## src/rtl/branch_target_buffer.sv

```systemverilog
// Direct-mapped branch target buffer with 2-bit saturating direction counters.
// Combinational lookup on the fetch PC; training from the execution stage on the clock edge.
module branch_target_buffer #(
    parameter int         ENTRIES      = 16,
    parameter int         INDEX_BITS   = 4,
    parameter logic [1:0] COUNTER_INIT = 2'b10
) (
    input  logic        CLK,
    input  logic        RST_N,
    input  logic [31:0] PC,
    output logic        PREDICT_STATUS,
    output logic [31:0] PREDICT_TARGET,
    input  logic        UPDATE_VALID,
    input  logic        STALL_EXECUTION_STAGE,
    input  logic [31:0] UPDATE_PC,
    input  logic [31:0] UPDATE_TARGET,
    input  logic        UPDATE_TAKEN,
    output logic [15:0] HIT_COUNT
);

    localparam int TAG_BITS = 30 - INDEX_BITS;

    logic                  valid_q   [ENTRIES];
    logic [1:0]            counter_q [ENTRIES];
    logic [TAG_BITS-1:0]   tag_q     [ENTRIES];
    logic [31:0]           target_q  [ENTRIES];

    logic [INDEX_BITS-1:0] lookup_index;
    logic [TAG_BITS-1:0]   lookup_tag;
    logic [INDEX_BITS-1:0] update_index;
    logic [TAG_BITS-1:0]   update_tag;
    logic                  lookup_hit;
    logic                  update_hit;
    logic                  write_enable;

    assign lookup_index = PC[INDEX_BITS+1:2];
    assign lookup_tag   = PC[31:INDEX_BITS+2];
    assign update_index = UPDATE_PC[INDEX_BITS+1:2];
    assign update_tag   = UPDATE_PC[31:INDEX_BITS+2];

    // RST_N gating keeps outputs quiet and blocks writes while reset is held
    assign lookup_hit     = RST_N && valid_q[lookup_index] && (tag_q[lookup_index] == lookup_tag);
    assign PREDICT_STATUS = lookup_hit && counter_q[lookup_index][1];
    assign PREDICT_TARGET = PREDICT_STATUS ? target_q[lookup_index] : 32'h0;

    assign update_hit   = valid_q[update_index] && (tag_q[update_index] == update_tag);
    assign write_enable = RST_N && UPDATE_VALID && !STALL_EXECUTION_STAGE;

    always_ff @(posedge CLK or negedge RST_N) begin
        if (!RST_N) begin
            for (int i = 0; i < ENTRIES; i++) begin
                valid_q[i]   <= 1'b0;
                counter_q[i] <= 2'b01;
            end
        end else if (write_enable) begin
            if (update_hit) begin
                if (UPDATE_TAKEN) begin
                    if (counter_q[update_index] != 2'b11)
                        counter_q[update_index] <= counter_q[update_index] + 2'd1;
                end else begin
                    if (counter_q[update_index] != 2'b00)
                        counter_q[update_index] <= counter_q[update_index] - 2'd1;
                end
            end else if (UPDATE_TAKEN) begin
                valid_q[update_index]   <= 1'b1;
                counter_q[update_index] <= COUNTER_INIT;
            end
        end
    end

    // Tags and targets carry no reset; valid bits make stale contents harmless
    always_ff @(posedge CLK) begin
        if (write_enable && UPDATE_TAKEN) begin
            target_q[update_index] <= UPDATE_TARGET;
            if (!update_hit)
                tag_q[update_index] <= update_tag;
        end
    end

    always_ff @(posedge CLK or negedge RST_N) begin
        if (!RST_N)
            HIT_COUNT <= 16'h0;
        else if (PREDICT_STATUS && !STALL_EXECUTION_STAGE)
            HIT_COUNT <= HIT_COUNT + 16'd1;
    end

endmodule

```

## config.mk

```make
export PLATFORM = sky130hd
export DESIGN_NAME = branch_target_buffer
export DESIGN_NICKNAME = d
export VERILOG_FILES = /design/src/rtl/branch_target_buffer.sv
export SDC_FILE = /design/constraint.sdc
export NUM_CORES = 1
export LEC_CHECK = 0
export ABC_CLOCK_PERIOD_IN_PS = 7500
export BUFFER_PORTS_ARGS = -buffer_cell sky130_fd_sc_hd__buf_4
export CORE_ASPECT_RATIO = 0.6
export CORE_MARGIN = 2
export CORE_UTILIZATION = 63
export DETAILED_ROUTE_END_ITERATION = 12
export PLACE_DENSITY_LB_ADDON = 0.15
export SLEW_MARGIN = 10
export SYNTH_ARGS = -nofsm -noshare
export SYNTH_HDL_FRONTEND = slang
export SYNTH_SLANG_ARGS = --single-unit
```

## constraint.sdc

```tcl
create_clock -name CLK -period 7.5 [get_ports CLK]
set_input_delay 1.5 -clock CLK [delete_from_list [all_inputs] [get_ports CLK]]
set_output_delay 1.5 -clock CLK [all_outputs]
set_load 0.01 [all_outputs]
```

=== Yosys cells after proc, flatten, opt, wreduce, memory -nomap -nowiden ===
Memories as Yosys holds them, arrays and structs flattened.
Cells that the tools add are included.

* Bits in registers: 64
* Memory bits (writable): 928
* Input port bits: 101
* Logic and storage cells: 96
* Memories kept: 2

* $add $sub $neg: 3
* Magnitude comparators: 3
* Eq/ne operators: 4
* Muxes and demuxes: 29
* Bitwise operators: 7
* Reductions and logical operators: 15

{| class="wikitable"
|+ Memory list
! name !! words !! width !! read ports !! clocked after memory_dff !! write ports !! RTL line !! text
|-
| target_q || 16 || 32 || 1 || 0 || 1 || 26 || <nowiki>logic [31:0] target_q [ENTRIES];</nowiki>
|-
| tag_q || 16 || 26 || 2 || 0 || 1 || 25 || <nowiki>logic [TAG_BITS-1:0] tag_q [ENTRIES];</nowiki>
|}

{| class="wikitable"
|+ Operators by type and width
! cell !! number
|-
| 32-bit 2-to-1 mux || 6
|-
| 32-bit bitwise mux || 2
|-
| 26-bit == test || 2
|-
| 16-bit OR || 2
|-
| 16-bit by 1-bit adder with 16-bit output, second input constant || 1
|-
| 16-bit AND || 1
|-
| 2-bit binary-select mux with 4-bit select || 2
|-
| 16-bit NOT || 1
|-
| 5-bit >= comparator, second input constant || 2
|-
| 1-bit 2-to-1 mux || 10
|-
| 2-bit 2-to-1 mux || 5
|-
| 4-bit NOT with 5-bit output || 2
|-
| 1-bit logical AND || 9
|-
| 1-bit binary-select mux with 4-bit select || 2
|-
| 2-bit demux with 4-bit select || 1
|-
| 2-bit nonzero test || 3
|-
| 5-bit by 1-bit less-than comparator with 1-bit output, second input constant || 1
|-
| 1-bit demux with 4-bit select || 1
|-
| 4-bit AND reduction || 1
|-
| 3-bit by 2-bit inequality test with 1-bit output, second input constant || 1
|-
| 3-bit AND reduction || 1
|-
| 2-bit by 1-bit adder with 2-bit output, second input constant || 1
|-
| 2-bit inequality test, second input constant || 1
|-
| 2-bit by 1-bit subtractor with 2-bit output, second input constant || 1
|-
| 2 further kinds || 2
|}

=== Depth between registers and ports, before layout ===
* Word-level depth: 9
* Depth in mapped cells: 16

=== Worst setup path before layout ===
Ideal clock, no wire load.

* Path type: input-to-reg
* Start point: in UPDATE_PC[5]
* End point: mem tag_q[12][0] (netlist bit), enable pin
* Data arrival time: 5,632 ps
* Setup slack: 1,426 ps
* Stages: 16
* Buffers on the path: 7
* Path through: buf_4 > buf_6 > buf_6 > buf_2 > buf_2 > mux4_2 > mux2i_1 > xnor2_1 > nor2_1 > nand4_1 > a21oi_1 > nand3_1 > buf_4 > nand2_1 > buf_2 > nor3_1

* Longest elaborated chain between the ends: 8
* Elaborated cells between the ends (all ways): 10
* Classes of those cells: eq/ne (1); mux (6); bitwise (1); reduce/logical (1); memory (1)

{| class="wikitable"
|+ Ends and longest elaborated chain
! what !! RTL line !! text
|-
| start: declaration || 15 || <nowiki>input logic [31:0] UPDATE_PC,</nowiki>
|-
| parallel branches: the longest is 8 deep, another holds memory read 16 x 26 bit || -- ||
|-
| end: declaration || 25 ||
|}

Parallel ways; which one is timed is not known. The select of a mux whose other input is x is not followed.

=== Worst setup path after layout ===
* Start point: in PC[2]
* End point: out PREDICT_TARGET[9]

* Longest elaborated chain between the ends: 8
* Elaborated cells between the ends (all ways): 14
* Classes of those cells: eq/ne (1); mux (7); bitwise (1); reduce/logical (3); memory (2)

{| class="wikitable"
|+ Ends and longest elaborated chain
! what !! RTL line !! text
|-
| start: declaration || 10 || <nowiki>input logic [31:0] PC,</nowiki>
|-
| parallel branches: the longest is 7 deep, another holds memory read 16 x 26 bit || -- ||
|-
| 32-bit 2-to-1 mux * || 44 || <nowiki>assign PREDICT_TARGET = PREDICT_STATUS ? target_q[lookup_index] : 32'h0;</nowiki>
|-
| end: declaration || 12 || <nowiki>output logic [31:0] PREDICT_TARGET,</nowiki>
|}

Every way passes the cells marked *. The select of a mux whose other input is x is not followed.

==> results.py <==
metrics = {
    "yosys": {
        "yosysTopAreaCell": "edfxtp_1",
        "synth_cells": 2106,
        "yosysWarnings": 0,
        "synth-seq-cells": 992,
        "ys_top_cells_by_count": "edfxtp_1 (928), mux4_2 (368), mux2i_1 (99)",
        "yosysMostFrequentCell": "edfxtp_1",
        "synth-async-reset-ratio_pct": 6.45,
        "synth.avg_cell_area_um2": 20.5,
        "syn_nets": 2210,
        "synth_cell_types": 65,
        "synth-edff-count": 928,
        "synth_ff_type": "edfxtp_1",
        "yosysTopAreaCellShare_pct": 64.4,
        "syn_area_um2": 43300,
        "ys_seq_area_share_pct": 68.2,
        "synth_area_leaders": "edfxtp_1 (64%), mux4_2 (19%), dfrtp_1 (2.8%)",
    },
    "clocking": {
        "postCtsSetupBuffers": 0,
        "path_clk_slew_ns": 0.07,
        "cts_hold_buffers": 0,
        "clkLatencyLatePin_ns": 0.66,
        "cts_buffer_depth": 3,
        "htree_num_levels": 3,
        "cts_made_buffers": 86,
        "cts_tree": "built",
        "cts_resized": 0,
        "root_buffer": "clkbuf_16",
        "cts_sinks": 992,
    },
    "finish": {
        "area_growth_pct": 11.6,
        "fin_nets": 2369,
        "multi_input_area_um2": 13000,
        "fin_area_um2": 48300,
        "diodes": 0,
        "seq_area_um2": 29500,
        "n_fill_cell": 4089,
        "layout-drive-gt1-share_pct": 35.4,
    },
    "status": {
        "outcome": "complete, no violations",
    },
    "floorplan": {
        "die_h_um": 207,
        "die_w_um": 342,
        "rows": 74,
        "initial_core_util_pct": 63.6,
        "core_area_um2": 68000,
        "ioPinCount": 150,
        "die_area_um2": 70800,
    },
    "route": {
        "via_count": 22800,
        "drtIter0Drc": 3195,
        "drcViolationCount": 0,
        "ant_nets": 0,
        "dr.pass1.iters": 5,
        "routed_wl_um": 107000,
        "wl_per_cell_um": 33.0,
        "vias_per_cell": 7.01,
    },
    "min_path": {
        "min_from": "HIT_COUNT[15]$_DFFE_PN0P_",
        "min_to": "HIT_COUNT[15]$_DFFE_PN0P_",
        "worstHoldPathType": "register to register",
        "min_delay_path_depth": 1,
    },
    "timing": {
        "setup_tns_ns": 0,
        "fin_crit_sh_pct": 88.0,
        "slew_headroom_pct": 15.0,
        "rsz0062_at_grt": "false",
        "tightest_slew_ns": 1.27,
        "finalClockSkew_ns": 0.0232,
        "clock.fmax_mhz": 151,
        "finalHoldViolCount": 0,
        "slew_violations": 0,
        "setup_viol": 0,
        "min_period_ns": 6.60,
    },
    "place": {
        "io_buffers": 145,
        "dp_hpwl_um": 62200,
        "post_dp_cell_area_um2": 45400,
        "finalWeightedCongestion": 0.877,
    },
    "power": {
        "powerDensity_nw_per_um2": 238,
        "peakVddDrop_mv": 0.239,
        "p_leak_nw": 15.8,
        "power.total_w": 0.0115,
    },
    "grt": {
        "grt_pass1_wl_um": 156000,
        "grt-ovfl-total": 0,
        "grt_pass1_vias": 22800,
        "track_usage_pct": 31.0,
        "grt_max_degree": 81,
        "antenna_found_initial": 1,
    },
    "setup_path": {
        "cp_slowest_cell": "mux4_2",
        "cp_common_cell": "buf_4",
        "cp_top_family": "buffers and inverters",
        "r2r-start": "tag_q[13][19]$_DFFE_PP_",
        "cpPeakStageDelay_ns": 0.56,
        "r2r_cells": 11,
        "end_kind": "output pin",
        "crit_buf_inv": 4,
        "path_cells": "buf_8, buf_4, mux4_2, mux4_2, xnor2_1, nand4_1, nor3_1, nand4_1, buf_4, nor2b_1, buf_4",
        "cp_max_fo": 43,
        "rrSetupSlack_ns": 3.13,
        "worstPathRequired_ns": 6.00,
        "arrival_ns": 5.10,
        "cp-start-kind": "input pin",
        "worstSetupPathType": "input pin to output pin",
        "r2r-end": "counter_q[14]$_DFFE_PN1P_",
    },
    "job": {
        "drv_cap": 0,
    },
}
cells by family (layout without fill, tap and decap cells):
family          Yosys count  after routing  synth area share (%)
xor+xnor                 74             74                  1.50
compound gates          113            113                  2.27
mux                     520            520                  23.0
buf+inv                 157            388                  1.99
fa+ha+maj                 3              3                0.0868
flops                   992            992                  68.2
simple gates            247            247                  3.00
layout by cell type (no fill, tap or decap), drive strengths merged, types with 14 or more instances in the layout:
cell,instances
edfxtp,928
mux4,368
buf,204
clkbuf,110
mux2i,99
mux2,53
dfrtp,48
nand2,48
nor2,48
xnor2,47
nor2b,41
nand3,38
clkinv,35
xor2,27
inv,27
o22ai,26
nand4,19
dfstp,16
o21bai,14
a221oi,14
report_power, final:
group | internal [W] | total [W] | switching [W]
Sequential | 0.00609 | 0.00612 | 0.0000270
Clock | 0.00255 | 0.00456 | 0.00201
Combinational | 0.000357 | 0.000799 | 0.000442
state kept, by name, indices dropped and copies added (netlist names):
signal and count:
HIT_COUNT 16, tag_q 416, target_q 512, counter_q 32
valid_q 16
cell type report:
type	count	area share [%]
clock buffers	110	4.90
repair buffers	204	3.40
well taps	912	2.36
clock inverters	50	1.03
flip-flops and latches	992	61.1
multi-input cells	957	27.0
inverters	24	0.187
layer usage:
layer | part of all wire, % | GRT usage, % | vias to the layer above | wire (um)
met5 | 0.015 | 0 | - | 16
met2 | 46 | 45.2 | 1403 | 48900
li1 | - | - | 9179 | -
met1 | 41 | 47.4 | 12000 | 43900
met3 | 11 | 8.59 | 164 | 12300
met4 | 2.0 | 7.36 | 2 | 2170
worst max-delay path by stage:
stage                 start                      to  slack, ns  cells after the start
2_1_floorplan  UPDATE_PC[5]  tag_q[12][0]$_DFFE_PP_       1.43                     16
3_3_place_gp          PC[3]       PREDICT_TARGET[9]       0.98                     11
3_5_place_dp          PC[2]       PREDICT_TARGET[9]       0.96                     11
4_1_cts               PC[2]       PREDICT_TARGET[9]       0.95                     11
5_1_grt               PC[2]       PREDICT_TARGET[9]       0.78                     11
6_report              PC[2]       PREDICT_TARGET[9]       0.90                     11
per-stage QoR:
stage / hold WS (ns) / worst slack (ns) / instances / util [%]
floorplan: 0.458 / 1.43 / 2106 / -
global placement: 0.465 / 0.978 / 3089 / 66.8
detailed placement: 0.465 / 0.962 / 3089 / 66.8
CTS: 0.478 / 0.948 / 3249 / 71.0
global route: 0.489 / 0.785 / 3249 / 71.0
finish: 0.479 / 0.899 / 3249 / 71.0
No activity file was read; power rests on OpenSTA's default activity.
